==> config.mk <==
export PLATFORM = sky130hd
export DESIGN_NAME = id_stage
export DESIGN_NICKNAME = d
export VERILOG_FILES = /design/src/rtl/id_stage_pkg.sv /design/src/rtl/id_inst_fifo.sv /design/src/rtl/id_stage.sv
export SDC_FILE = /design/constraint.sdc
export NUM_CORES = 1
export LEC_CHECK = 0
export ABC_CLOCK_PERIOD_IN_PS = 2400
export BUFFER_PORTS_ARGS = -buffer_cell sky130_fd_sc_hd__buf_2
export CORE_ASPECT_RATIO = 0.5
export CORE_MARGIN = 4
export CORE_UTILIZATION = 45
export DETAILED_ROUTE_END_ITERATION = 8
export PLACE_DENSITY = 0.72
export SYNTH_ARGS = -nofsm -noshare
export SYNTH_HDL_FRONTEND = slang
export SYNTH_SLANG_ARGS = --single-unit
==> constraint.sdc <==
create_clock -name clk -period 2.4 [get_ports clk]
set_input_delay 0.48 -clock clk [delete_from_list [all_inputs] [get_ports clk]]
set_output_delay 0.48 -clock clk [all_outputs]
set_load 0.03 [all_outputs]
==> src/rtl/id_stage_pkg.sv <==
`default_nettype none
// ============================================================================
//  Module      : id_stage_pkg
//  Description : Shared decode definitions for the instruction-decode stage.
//                Opcode classes, immediate formats, the per-opcode control
//                record, the illegal default and the XLEN legality check.
//  Revision    : 1.0 - initial release
// ============================================================================
package id_stage_pkg;

  // Major opcode classes (inst[6:0])
  localparam logic [6:0] OPC_LOAD      = 7'b0000011;
  localparam logic [6:0] OPC_MISC_MEM  = 7'b0001111;
  localparam logic [6:0] OPC_OP_IMM    = 7'b0010011;
  localparam logic [6:0] OPC_AUIPC     = 7'b0010111;
  localparam logic [6:0] OPC_OP_IMM_32 = 7'b0011011;
  localparam logic [6:0] OPC_STORE     = 7'b0100011;
  localparam logic [6:0] OPC_OP        = 7'b0110011;
  localparam logic [6:0] OPC_LUI       = 7'b0110111;
  localparam logic [6:0] OPC_OP_32     = 7'b0111011;
  localparam logic [6:0] OPC_BRANCH    = 7'b1100011;
  localparam logic [6:0] OPC_JALR      = 7'b1100111;
  localparam logic [6:0] OPC_JAL       = 7'b1101111;
  localparam logic [6:0] OPC_SYSTEM    = 7'b1110011;

  // Immediate layout selector; FMT_R yields a zero immediate
  typedef enum logic [2:0] {
    FMT_R = 3'd0,
    FMT_I = 3'd1,
    FMT_S = 3'd2,
    FMT_B = 3'd3,
    FMT_U = 3'd4,
    FMT_J = 3'd5
  } imm_fmt_e;

  // Control derived from the opcode alone (before the rd=x0 override)
  typedef struct packed {
    logic     rs1_en;
    logic     rs2_en;
    logic     rd_we;
    logic     illegal;
    imm_fmt_e fmt;
  } dec_ctrl_t;

  // Unknown opcodes: flagged, no register traffic, zero immediate
  localparam dec_ctrl_t DEC_ILLEGAL = '{rs1_en: 1'b0, rs2_en: 1'b0, rd_we: 1'b0,
                                        illegal: 1'b1, fmt: FMT_R};

  function automatic logic xlen_legal(input int xlen);
    return (xlen == 32) || (xlen == 64);
  endfunction

  // Opcode-class decode; the *-32 classes exist only on RV64
  function automatic dec_ctrl_t decode_opcode(input logic [6:0] opc, input logic rv64);
    dec_ctrl_t d;
    d = DEC_ILLEGAL;
    case (opc)
      OPC_LOAD, OPC_OP_IMM, OPC_JALR, OPC_SYSTEM:
        d = '{rs1_en: 1'b1, rs2_en: 1'b0, rd_we: 1'b1, illegal: 1'b0, fmt: FMT_I};
      OPC_OP_IMM_32:
        if (rv64) d = '{rs1_en: 1'b1, rs2_en: 1'b0, rd_we: 1'b1, illegal: 1'b0, fmt: FMT_I};
      OPC_STORE:
        d = '{rs1_en: 1'b1, rs2_en: 1'b1, rd_we: 1'b0, illegal: 1'b0, fmt: FMT_S};
      OPC_BRANCH:
        d = '{rs1_en: 1'b1, rs2_en: 1'b1, rd_we: 1'b0, illegal: 1'b0, fmt: FMT_B};
      OPC_OP:
        d = '{rs1_en: 1'b1, rs2_en: 1'b1, rd_we: 1'b1, illegal: 1'b0, fmt: FMT_R};
      OPC_OP_32:
        if (rv64) d = '{rs1_en: 1'b1, rs2_en: 1'b1, rd_we: 1'b1, illegal: 1'b0, fmt: FMT_R};
      OPC_LUI, OPC_AUIPC:
        d = '{rs1_en: 1'b0, rs2_en: 1'b0, rd_we: 1'b1, illegal: 1'b0, fmt: FMT_U};
      OPC_JAL:
        d = '{rs1_en: 1'b0, rs2_en: 1'b0, rd_we: 1'b1, illegal: 1'b0, fmt: FMT_J};
      OPC_MISC_MEM:
        d = '{rs1_en: 1'b0, rs2_en: 1'b0, rd_we: 1'b0, illegal: 1'b0, fmt: FMT_I};
      default: d = DEC_ILLEGAL;
    endcase
    return d;
  endfunction

endpackage
`default_nettype wire

==> src/rtl/id_inst_fifo.sv <==
`default_nettype none
// ============================================================================
//  Module      : id_inst_fifo
//  Description : Circular instruction buffer carrying {pc, inst}. Push is
//                refused whenever full (a same-cycle pop does not make room);
//                flush empties it and drops any push/pop in that cycle.
//  Revision    : 1.0 - initial release
// ============================================================================
module id_inst_fifo #(
  parameter int WIDTH = 96,
  parameter int DEPTH = 2
) (
  input  logic             clk,
  input  logic             rst_n,
  input  logic             i_flush,
  input  logic             i_push,
  output logic             o_ready,
  input  logic [WIDTH-1:0] i_data,
  input  logic             i_pop,
  output logic             o_valid,
  output logic [WIDTH-1:0] o_data
);

  localparam int PTR_W = $clog2(DEPTH);
  localparam int CNT_W = $clog2(DEPTH) + 1;

  logic [WIDTH-1:0] r_mem [DEPTH];
  logic [PTR_W-1:0] r_wr_ptr;
  logic [PTR_W-1:0] r_rd_ptr;
  logic [CNT_W-1:0] r_count;
  logic             w_push;
  logic             w_pop;

  assign o_ready = (r_count < CNT_W'(DEPTH));
  assign o_valid = (r_count != '0);
  assign o_data  = r_mem[r_rd_ptr];
  assign w_push  = i_push && o_ready && !i_flush;
  assign w_pop   = i_pop && o_valid && !i_flush;

  // Pointer and occupancy bookkeeping; pointers wrap since DEPTH is a power of two
  always_ff @(posedge clk or negedge rst_n) begin
    if (!rst_n) begin
      r_wr_ptr <= '0;
      r_rd_ptr <= '0;
      r_count  <= '0;
    end else if (i_flush) begin
      r_wr_ptr <= '0;
      r_rd_ptr <= '0;
      r_count  <= '0;
    end else begin
      if (w_push) r_wr_ptr <= r_wr_ptr + PTR_W'(1);
      if (w_pop)  r_rd_ptr <= r_rd_ptr + PTR_W'(1);
      case ({w_push, w_pop})
        2'b10:   r_count <= r_count + CNT_W'(1);
        2'b01:   r_count <= r_count - CNT_W'(1);
        default: r_count <= r_count;
      endcase
    end
  end

  // Entry storage, written at the tail
  always_ff @(posedge clk or negedge rst_n) begin
    if (!rst_n) begin
      for (int i = 0; i < DEPTH; i++) r_mem[i] <= '0;
    end else if (w_push) begin
      r_mem[r_wr_ptr] <= i_data;
    end
  end

endmodule
`default_nettype wire

==> src/rtl/id_stage.sv <==
`default_nettype none
// ============================================================================
//  Module      : id_stage
//  Description : RISC-V RV32I/RV64I decode stage. Buffers fetched
//                instructions, decodes the buffer head, reads the register
//                file, stalls on load-use hazards and registers the result
//                into a single valid/ready output slot.
//  Revision    : 1.0 - initial release
// ============================================================================
module id_stage
  import id_stage_pkg::*;
#(
  parameter int XLEN  = 64,
  parameter int DEPTH = 2
) (
  input  logic            clk,
  input  logic            rst_n,
  input  logic            flush,
  input  logic            in_valid,
  output logic            in_ready,
  input  logic [XLEN-1:0] in_pc,
  input  logic [31:0]     in_inst,
  output logic [4:0]      rs1_addr,
  output logic            rs1_en,
  output logic [4:0]      rs2_addr,
  output logic            rs2_en,
  input  logic [XLEN-1:0] rs1_data,
  input  logic [XLEN-1:0] rs2_data,
  input  logic            ex_load_valid,
  input  logic [4:0]      ex_load_rd,
  output logic            out_valid,
  input  logic            out_ready,
  output logic [XLEN-1:0] out_pc,
  output logic [XLEN-1:0] out_rs1_data,
  output logic [XLEN-1:0] out_rs2_data,
  output logic [XLEN-1:0] out_imm,
  output logic [4:0]      out_rd_addr,
  output logic            out_rd_we,
  output logic [6:0]      out_opcode,
  output logic [2:0]      out_funct3,
  output logic [6:0]      out_funct7,
  output logic            out_illegal
);

  localparam int   ENTRY_W = XLEN + 32;
  localparam logic XLEN_OK = xlen_legal(XLEN);
  localparam logic RV64    = (XLEN == 64);

  logic               w_head_valid;
  logic [ENTRY_W-1:0] w_head;
  logic [XLEN-1:0]    w_head_pc;
  logic [31:0]        w_inst;
  dec_ctrl_t          w_ctrl;
  logic               w_rs1_en;
  logic               w_rs2_en;
  logic               w_rd_we;
  logic [XLEN-1:0]    w_imm;
  logic               w_hazard;
  logic               w_xfer;

  logic               r_out_valid;
  logic [XLEN-1:0]    r_out_pc;
  logic [XLEN-1:0]    r_out_rs1_data;
  logic [XLEN-1:0]    r_out_rs2_data;
  logic [XLEN-1:0]    r_out_imm;
  logic [4:0]         r_out_rd_addr;
  logic               r_out_rd_we;
  logic [6:0]         r_out_opcode;
  logic [2:0]         r_out_funct3;
  logic [6:0]         r_out_funct7;
  logic               r_out_illegal;

  id_inst_fifo #(
    .WIDTH (ENTRY_W),
    .DEPTH (DEPTH)
  ) u_fifo (
    .clk     (clk),
    .rst_n   (rst_n),
    .i_flush (flush),
    .i_push  (in_valid),
    .o_ready (in_ready),
    .i_data  ({in_pc, in_inst}),
    .i_pop   (w_xfer),
    .o_valid (w_head_valid),
    .o_data  (w_head)
  );

  assign w_head_pc = w_head[ENTRY_W-1:32];
  assign w_inst    = w_head[31:0];

  // Opcode-class decode of the head; an unsupported XLEN decodes everything as illegal
  always_comb begin
    w_ctrl = DEC_ILLEGAL;
    if (XLEN_OK) w_ctrl = decode_opcode(w_inst[6:0], RV64);
  end

  // Read ports are idle while the buffer is empty; disabled ports present x0
  assign w_rs1_en = w_head_valid && w_ctrl.rs1_en;
  assign w_rs2_en = w_head_valid && w_ctrl.rs2_en;
  assign rs1_en   = w_rs1_en;
  assign rs2_en   = w_rs2_en;
  assign rs1_addr = w_rs1_en ? w_inst[19:15] : 5'd0;
  assign rs2_addr = w_rs2_en ? w_inst[24:20] : 5'd0;
  assign w_rd_we  = w_ctrl.rd_we && (w_inst[11:7] != 5'd0);

  // Sign-extended immediate assembly for each instruction format
  always_comb begin
    w_imm = '0;
    case (w_ctrl.fmt)
      FMT_I:   w_imm = {{(XLEN-11){w_inst[31]}}, w_inst[30:20]};
      FMT_S:   w_imm = {{(XLEN-11){w_inst[31]}}, w_inst[30:25], w_inst[11:7]};
      FMT_B:   w_imm = {{(XLEN-12){w_inst[31]}}, w_inst[7], w_inst[30:25], w_inst[11:8], 1'b0};
      FMT_U:   w_imm = {{(XLEN-31){w_inst[31]}}, w_inst[30:12], 12'd0};
      FMT_J:   w_imm = {{(XLEN-20){w_inst[31]}}, w_inst[19:12], w_inst[20], w_inst[30:21], 1'b0};
      default: w_imm = '0;
    endcase
  end

  // A load in execute whose rd feeds an enabled head source must stall the head
  assign w_hazard = ex_load_valid && (ex_load_rd != 5'd0) &&
                    ((w_rs1_en && (ex_load_rd == rs1_addr)) ||
                     (w_rs2_en && (ex_load_rd == rs2_addr)));

  assign w_xfer = w_head_valid && !w_hazard && (!r_out_valid || out_ready);

  // Output slot: load on transfer, empty on consume, flush wins over both
  always_ff @(posedge clk or negedge rst_n) begin
    if (!rst_n) begin
      r_out_valid    <= 1'b0;
      r_out_pc       <= '0;
      r_out_rs1_data <= '0;
      r_out_rs2_data <= '0;
      r_out_imm      <= '0;
      r_out_rd_addr  <= '0;
      r_out_rd_we    <= 1'b0;
      r_out_opcode   <= '0;
      r_out_funct3   <= '0;
      r_out_funct7   <= '0;
      r_out_illegal  <= 1'b0;
    end else if (flush) begin
      r_out_valid <= 1'b0;
    end else if (w_xfer) begin
      r_out_valid    <= 1'b1;
      r_out_pc       <= w_head_pc;
      r_out_rs1_data <= rs1_data;
      r_out_rs2_data <= rs2_data;
      r_out_imm      <= w_imm;
      r_out_rd_addr  <= w_inst[11:7];
      r_out_rd_we    <= w_rd_we;
      r_out_opcode   <= w_inst[6:0];
      r_out_funct3   <= w_inst[14:12];
      r_out_funct7   <= w_inst[31:25];
      r_out_illegal  <= w_ctrl.illegal;
    end else if (r_out_valid && out_ready) begin
      r_out_valid <= 1'b0;
    end
  end

  assign out_valid    = r_out_valid;
  assign out_pc       = r_out_pc;
  assign out_rs1_data = r_out_rs1_data;
  assign out_rs2_data = r_out_rs2_data;
  assign out_imm      = r_out_imm;
  assign out_rd_addr  = r_out_rd_addr;
  assign out_rd_we    = r_out_rd_we;
  assign out_opcode   = r_out_opcode;
  assign out_funct3   = r_out_funct3;
  assign out_funct7   = r_out_funct7;
  assign out_illegal  = r_out_illegal;

endmodule
`default_nettype wire

==> out/results.md, run 1 <==
| Parameter | This run | Unit |
| --- | --- | --- |
| Status | finished, violations left | - |
| Failing checks | setup timing | - |
| Post-DR wirelength/cell | 22.09 | um |
| Largest cells by area after synthesis | sky130_fd_sc_hd__dfrtp_1 60%, sky130_fd_sc_hd__mux2_2 12%, sky130_fd_sc_hd__nand2_1 10% | - |
| Number of I/O port buffers | 528 | - |
| Worst-case setup margin in the final layout | -0.6938 | ns |
| Maximum number of pins on one net before global-route repair | 78 | - |
| Commonest cells after routing, fill and taps aside | 515 x sky130_fd_sc_hd__buf_2, 443 x sky130_fd_sc_hd__dfrtp_1, 216 x sky130_fd_sc_hd__nand2_2, 199 x sky130_fd_sc_hd__mux2_2, 151 x sky130_fd_sc_hd__nand2_1 | - |
| Max-slew violation total from the final report | 0 | - |
| Initial antenna violation count | 8 | - |
| Post-layout instance area | 28200 | um^2 |
| Slowest cell on crit path | sky130_fd_sc_hd__dfrtp_4 | - |
| GR Util All Layers | 25.80 | % |
| Post-placement cell count | 2696 | - |
| CP most frequent cell | sky130_fd_sc_hd__buf_6 | - |
| Setup repair after global routing missed its margin | yes | - |
| Power Total | 40.63 | mW |
| Core footprint | 40600 | um^2 |
| Arrival time reported for the critical path endpoint | 2.61 | ns |
| X dimension of the die | 295.5 | um |
| Setup-violating endpoint count in the final report | 264 | - |
| Via count of the first global-routing pass | 15530 | - |
| Clock buffer depth | 3 | - |
| First-pass iteration count of the detailed router | 7 | - |
| Switching part of the total power | 42.83 | % |
| Power density over the cells | 1440 | nW/um^2 |
| First-pass GRT wire length | 90050 | um |
| Final count of hold timing violations | 0 | - |
| Reg power frac | 32.8 | % |
| Cell-by-cell listing of the critical path | buf_12 -> buf_6 -> mux2_4 -> o211ai_1 -> a31oi_2 -> o21ai_1 -> buf_6 -> nor2_2 -> buf_6 | - |
| EDFF count, synth | 0 | - |
| Flip-flop and latch count after synthesis | 445 | - |
| Worst skew pair latency | 0.55 | ns |
| Highest cell delay on the worst timing path | 0.50 | ns |
| Share of Yosys cell area claimed by the top area cell type | 59.86 | % |
| Most common cell after layout, fill and taps aside | sky130_fd_sc_hd__buf_2 | - |
| Distinct cells, synth | 47 | - |
| Worst slew margin | 56.05 | % |
| Clock sink total | 445 | - |
| Worst Tran Pin Value | 0.6556 | ns |
| Starting density of the core | 45.82 | % |
| Mapped cell area | 18600 | um^2 |
| Mean Syn Cell Area | 11.45 | um^2 |
| Top Ports | 529 | - |
| Element type at the critical path end | output port | - |
| Setup crit start kind | flip-flop | - |
| Setup Crit Path Kind | reg -> out | - |
| DRC Markers | 0 | - |
| Layout overhead on the synthesized area | 51.62 | % |
| Final HPWL from detailed placement | 37530 | um |
| Final Routed Wirelength | 63700 | um |
| Clock group share of total power | 16.9 | % |
| Library cell with the largest summed area after synthesis | sky130_fd_sc_hd__dfrtp_1 | - |
| Die height | 151.8 | um |
| H-tree Lvls | 2 | - |
| Post-placement cell area | 22440 | um^2 |
| Violation count after the first detailed-routing iteration | 1055 | - |
| Clock tree from TritonCTS | yes | - |
| Max-cap viol count | 0 | - |
| Dominant register cell in the synthesized netlist | sky130_fd_sc_hd__dfrtp_1 | - |
| Post-CTS clock slew at the launch and capture registers of the worst setup and hold paths | 0.07 | ns |
| Share of synthesized flip-flops with an asynchronous set or reset | 100.0 | % |
| Peak Freq | 0.3232 | GHz |
| Hold WS | 0.1245 | ns |
| Synthesis warning total | 0 | - |
| Post-route minimum period | 3.094 | ns |
| Clock buffer count from CTS | 41 | - |
| Max Clock Skew | 0.02019 | ns |
| Filler cell count in the final layout | 2560 | - |
| Internal power | 23.23 | mW |
| Hold Path Class | in -> reg | - |
| Final RePlAce weighted congestion | 0.8692 | - |
| Net Sw Power | 17.40 | mW |
| Total negative slack | -121.74 | ns |
| Per-cell via count in the routed design | 5.362 | - |
| Share of the yosys chip area belonging to registers | 59.86 | % |
| Die Footprint | 44850 | um^2 |
| VDD IR max | 0.0007710 | V |
| NumNets Final | 2536 | - |
| Floorplan row count | 52 | - |
| Clock root buffer | sky130_fd_sc_hd__clkbuf_16 | - |
| R2R setup slack | -0.59 | ns |
| Post-route antenna net violation count | 0 | - |
| Final std cells w/o fill | 2884 | - |
| Share of total power in combinational logic | 50.3 | % |
| Share of cells above drive strength 1 | 64.39 | % |
| Critical path required time | 1.92 | ns |
| Max FO, Critical Path | 6 | - |
| Synth Instances | 1625 | - |
| Vias | 15460 | - |
| Total nets after synthesis | 1860 | - |
| Final period utilization | 128.9 | % |
| Leak pwr | 14.02 | nW |
| Remaining global-route overflow | 0 | - |
-- metrics by stage --
step	utilization [%]	worst slack, ns
final	69.47	-0.6938
after global routing	69.44	-0.7702
after CTS	66.07	-0.6475
after detailed placement	55.26	-0.2085
after global placement	55.26	-0.1968
after floorplan	-	0.0003013
-- cells in the mapped netlist (2+ instances only) --
cell	n
sky130_fd_sc_hd__or4_1	4
sky130_fd_sc_hd__o21ai_1	64
sky130_fd_sc_hd__a21o_1	2
sky130_fd_sc_hd__o22a_1	4
sky130_fd_sc_hd__clkbuf_1	29
sky130_fd_sc_hd__xnor2_1	9
sky130_fd_sc_hd__buf_6	30
sky130_fd_sc_hd__nor2_1	42
sky130_fd_sc_hd__o21ai_0	39
sky130_fd_sc_hd__a211oi_1	2
sky130_fd_sc_hd__o31ai_1	6
sky130_fd_sc_hd__xor2_1	5
sky130_fd_sc_hd__inv_1	7
sky130_fd_sc_hd__o211ai_1	14
sky130_fd_sc_hd__o21a_1	12
sky130_fd_sc_hd__buf_4	46
sky130_fd_sc_hd__buf_2	16
sky130_fd_sc_hd__nor3b_1	2
sky130_fd_sc_hd__nor4_1	4
sky130_fd_sc_hd__mux2_2	201
sky130_fd_sc_hd__clkbuf_2	3
sky130_fd_sc_hd__a21oi_1	9
sky130_fd_sc_hd__nor3_1	12
sky130_fd_sc_hd__mux2i_1	86
sky130_fd_sc_hd__a31oi_1	3
sky130_fd_sc_hd__mux2i_2	5
sky130_fd_sc_hd__nand4_1	5
sky130_fd_sc_hd__nand2_1	496
sky130_fd_sc_hd__dfrtp_1	445
sky130_fd_sc_hd__nand3_1	6
-- layout make-up --
class | count | area (um^2) | share of cell area [%]
Tap cell | 540 | 675.6 | 2.396
Clock inverter | 12 | 173.9 | 0.6166
Multi-Input combinational cell | 1048 | 8778 | 31.12
Inverter | 8 | 32.53 | 0.1153
Clock buffer | 61 | 1204 | 4.268
Antenna cell | 13 | 32.53 | 0.1153
Sequential cell | 445 | 11140 | 39.50
Timing Repair Buffer | 757 | 6167 | 21.87
-- final timing paths --
path | start | endpoint | cells past startpoint
max | u_fifo.r_rd_ptr | rs1_addr[3] | 9
min | rs1_data[35] | out_rs1_data[35] | 3
max reg2reg | u_fifo.r_rd_ptr | out_rs2_data[6] | 15
min in group asynchronous | rst_n | u_fifo.r_mem[141] | 2
max in group asynchronous | rst_n | u_fifo.r_mem[81] | 3
min reg2reg | out_rs2_data[15] | out_rs2_data[15] | 2
-- power by group through the flow --
stage	clock network [mW]	registers, mW	logic [mW]
5_1_grt	7.30	13.7	21.5
3_5_place_dp	0	12.9	15.3
6_report	6.85	13.3	20.4
3_3_place_gp	0	12.7	15.0
4_1_cts	6.91	13.0	18.8
2_1_floorplan	0	16.4	6.68
-- registers in the layout, indices dropped and copies added, names as in the netlist, 2 cells and up --
signal	count
out_rs1_data	64
out_imm	32
out_opcode	7
out_funct3	3
u_fifo.r_count	2
out_funct7	7
out_pc	64
u_fifo.r_mem	192
out_rs2_data	64
out_rd_addr	5
-- layer usage --
| layer | wire length (um) | GRT usage, % | share of wire, % | up-vias |
|---|---|---|---|---|
| met5 | 0 | 0 | 0 | - |
| met2 | 33090 | 45.93 | 52 | 592 |
| met1 | 23810 | 31.26 | 37 | 7819 |
| met3 | 3076 | 4.034 | 4.8 | 221 |
| met4 | 3725 | 12.00 | 5.8 | 0 |
| li1 | - | - | - | 6832 |
-- kinds of logic (layout without fill, tap and decap cells) --
| group | after synthesis | in the layout | synth area share [%] |
|---|---|---|---|
| flops | 445 | 445 | 59.86 |
| simple gates | 579 | 580 | 12.17 |
| compound gates | 161 | 161 | 5.065 |
| buf+inv | 133 | 838 | 4.950 |
| other cells | 0 | 13 | 0 |
| mux | 293 | 293 | 17.29 |
| xor+xnor | 14 | 14 | 0.6592 |
-- repair_timing --
| action | 4_1_cts | 5_1_grt |
|---|---|---|
| setup buffers | 62 | 25 |
| cloned | 44 | 7 |
| pin swaps | 167 | 274 |
| hold buffers | 1 | 0 |
| endpoints found under the setup margin | 262 | 297 |
| hold endpoints to repair | 40 | 0 |
| resized for setup | 404 | 445 |
-- critical path, delay by kind of cell (launching register included) --
| kind | cells | cell delay [ns] |
|---|---|---|
| AO/OA/AOI/OAI | 3 | 0.60 |
| buffers and inverters | 4 | 0.59 |
| flip-flops | 1 | 0.50 |
| multiplexers | 1 | 0.30 |
| AND/OR/NAND/NOR | 1 | 0.06 |
No activity file was read; power rests on OpenSTA's default activity.
==> run 2, diff against run 1 <==
--- a/config.mk
+++ b/config.mk
@@ -12,6 +12,7 @@
 export CORE_UTILIZATION = 45
 export DETAILED_ROUTE_END_ITERATION = 8
 export PLACE_DENSITY = 0.72
+export RECOVER_POWER = 100
 export SYNTH_ARGS = -nofsm -noshare
 export SYNTH_HDL_FRONTEND = slang
 export SYNTH_SLANG_ARGS = --single-unit
==> run 2 against run 1 <==
  * Combinational power down 3%
  * Register-to-register slack about the same
  * Sequential share of layout area up 0.69 points
  * Total power down 1.3%
  * The run still ends with setup timing left
  * Final area down 1.7%
  * Highest routed layer unchanged
  * Critical path depth unchanged
  * Critical path type unchanged
==> out/results.md, run 2 (synthesis gave the netlist of run 1 again) <==
| Parameter | This run | Unit |
| --- | --- | --- |
| Hold Path Class | in -> reg | - |
| Post-CTS clock slew at the launch and capture registers of the worst setup and hold paths | 0.07 | ns |
| Status | finished, violations left | - |
| Max-slew violation total from the final report | 0 | - |
| Max Clock Skew | 0.02201 | ns |
| Floorplan row count | 52 | - |
| Post-placement cell area | 22440 | um^2 |
| Net Sw Power | 17.50 | mW |
| Setup crit start kind | flip-flop | - |
| Flip-flop count of the largest register after layout | 192 | - |
| Die height | 151.8 | um |
| Via count of the first global-routing pass | 15530 | - |
| Number of I/O port buffers | 528 | - |
| Final Routed Wirelength | 64040 | um |
| Max-cap viol count | 0 | - |
| Remaining global-route overflow | 0 | - |
| Worst-case setup margin in the final layout | -0.6958 | ns |
| First-pass iteration count of the detailed router | 6 | - |
| Post-placement cell count | 2696 | - |
| Clock root buffer | sky130_fd_sc_hd__clkbuf_16 | - |
| NumNets Final | 2536 | - |
| Final period utilization | 129.0 | % |
| Setup repair after global routing missed its margin | yes | - |
| Top Ports | 529 | - |
| Failing checks | setup timing | - |
| Clock sink total | 445 | - |
| Most common cell after layout, fill and taps aside | sky130_fd_sc_hd__dfrtp_1 | - |
| Post-DR wirelength/cell | 22.20 | um |
| Post-route minimum period | 3.096 | ns |
| Worst skew pair latency | 0.55 | ns |
| First-pass GRT wire length | 90050 | um |
| Per-cell via count in the routed design | 5.380 | - |
| Element type at the critical path end | output port | - |
| DRC Markers | 0 | - |
| Final count of hold timing violations | 0 | - |
| Initial antenna violation count | 8 | - |
| Share of total power in combinational logic | 49.4 | % |
| Power Total | 40.09 | mW |
| Worst Tran Pin Value | 1.482 | ns |
| Clock buffer depth | 3 | - |
| Hold WS | 0.1226 | ns |
| Starting density of the core | 45.82 | % |
| Post-layout instance area | 27720 | um^2 |
| Leak pwr | 13.00 | nW |
| Core footprint | 40600 | um^2 |
| Vias | 15520 | - |
| End-of-flow core utilization | 68.28 | % |
| WL met1 | 23990 | um |
| Setup Crit Path Kind | reg -> out | - |
| Commonest cells after routing, fill and taps aside | 443 x sky130_fd_sc_hd__dfrtp_1, 296 x sky130_fd_sc_hd__clkbuf_1, 235 x sky130_fd_sc_hd__buf_2, 216 x sky130_fd_sc_hd__nand2_2, 199 x sky130_fd_sc_hd__mux2_2 | - |
| Worst slew margin | 1.188 | % |
| Routed wire length on met2 | 33200 | um |
| H-tree Lvls | 2 | - |
| Worst setup slack after placement | -0.2085 | ns |
| Arrival time reported for the critical path endpoint | 2.62 | ns |
| Switching part of the total power | 43.65 | % |
| Filler cell count in the final layout | 2795 | - |
| Power density over the cells | 1446 | nW/um^2 |
| Setup-violating endpoint count in the final report | 386 | - |
| Peak Freq | 0.3230 | GHz |
| Clock group share of total power | 17.1 | % |
| Area taken by flip-flops and latches | 11140 | um^2 |
| Final std cells w/o fill | 2885 | - |
| Share of cells above drive strength 1 | 52.12 | % |
| Worst Setup SP | u_fifo.r_rd_ptr | - |
| Clock buffer count from CTS | 41 | - |
| Hold path start | rs1_data[28] | - |
| Uppermost layer routed | met4 | - |
| Max FO, Critical Path | 6 | - |
| Internal power | 22.59 | mW |
| Layout overhead on the synthesized area | 49.03 | % |
| Routed met3 length | 3224 | um |
| Top register by number of flip-flops | u_fifo.r_mem | - |
| Multi-input gate area | 8768 | um^2 |
| Reg power frac | 33.5 | % |
| Die Footprint | 44850 | um^2 |
| Total negative slack | -134.27 | ns |
| Final RePlAce weighted congestion | 0.8692 | - |
| Violation count after the first detailed-routing iteration | 1106 | - |
| Launch point of the worst reg-to-reg path | u_fifo.r_rd_ptr | - |
| Final HPWL from detailed placement | 37530 | um |
| X dimension of the die | 295.5 | um |
| Critical path required time | 1.92 | ns |
| VDD IR max | 0.0007045 | V |
| Clock tree from TritonCTS | yes | - |
| Post-route antenna net violation count | 0 | - |
| Maximum number of pins on one net before global-route repair | 78 | - |
| GR Util All Layers | 25.80 | % |
[run 2: path summary, 6_finish.rpt]
kind	to	slack [ns]	depth (start not counted)
setup / recovery	rs1_addr[3]	-0.70	9
hold / removal	out_rs1_data[28]	0.12	3
setup reg to reg	out_rs2_data[6]	-0.59	16
hold reg to reg	out_rs1_data[36]	0.47	2
max in group asynchronous	u_fifo.r_mem[81]	0.16	3
min in group asynchronous	u_fifo.r_mem[141]	0.81	2
[run 2: power groups by stage]
stage	logic, mW	clock network [mW]	registers [mW]
3_5_place_dp	15.3	0	12.9
2_1_floorplan	6.68	0	16.4
3_3_place_gp	15.0	0	12.7
5_1_grt	20.8	7.30	13.8
4_1_cts	18.8	6.91	13.0
6_report	19.8	6.86	13.4
[run 2: final cells by class]
cell class	instances	area share (%)
clock buffer	61	4.342
sequential	445	40.19
tap	540	2.437
antenna	14	0.1264
clock inverter	12	0.6273
multi-input combinational	1048	31.63
inverter	8	0.1173
timing repair buffer	757	20.54
[run 2: routing by layer]
metal  track usage [%]  vias to the layer above
li1                  -                     6816
met1             31.26                     7825
met2             45.93                      649
met3             4.034                      232
met4             12.00                        0
met5                 0                        -
[run 2: timing repair]
item	in CTS	in global routing
endpoints found under the hold margin	40	0
cloned	44	7
endpoints found under the setup margin	262	297
hold buffers	1	0
pin swaps	167	274
buffers inserted	62	25
gates resized for setup	404	445
[run 2: worst max-delay path: stages (launching register included)]
cell and delay, ns:
sky130_fd_sc_hd__dfrtp_4 0.50, sky130_fd_sc_hd__buf_12 0.15, sky130_fd_sc_hd__buf_6 0.11, sky130_fd_sc_hd__mux2_4 0.30, sky130_fd_sc_hd__o211ai_1 0.29, sky130_fd_sc_hd__a31oi_2 0.16, sky130_fd_sc_hd__o21ai_1 0.15, sky130_fd_sc_hd__buf_6 0.20
sky130_fd_sc_hd__nor2_2 0.06, sky130_fd_sc_hd__buf_6 0.13
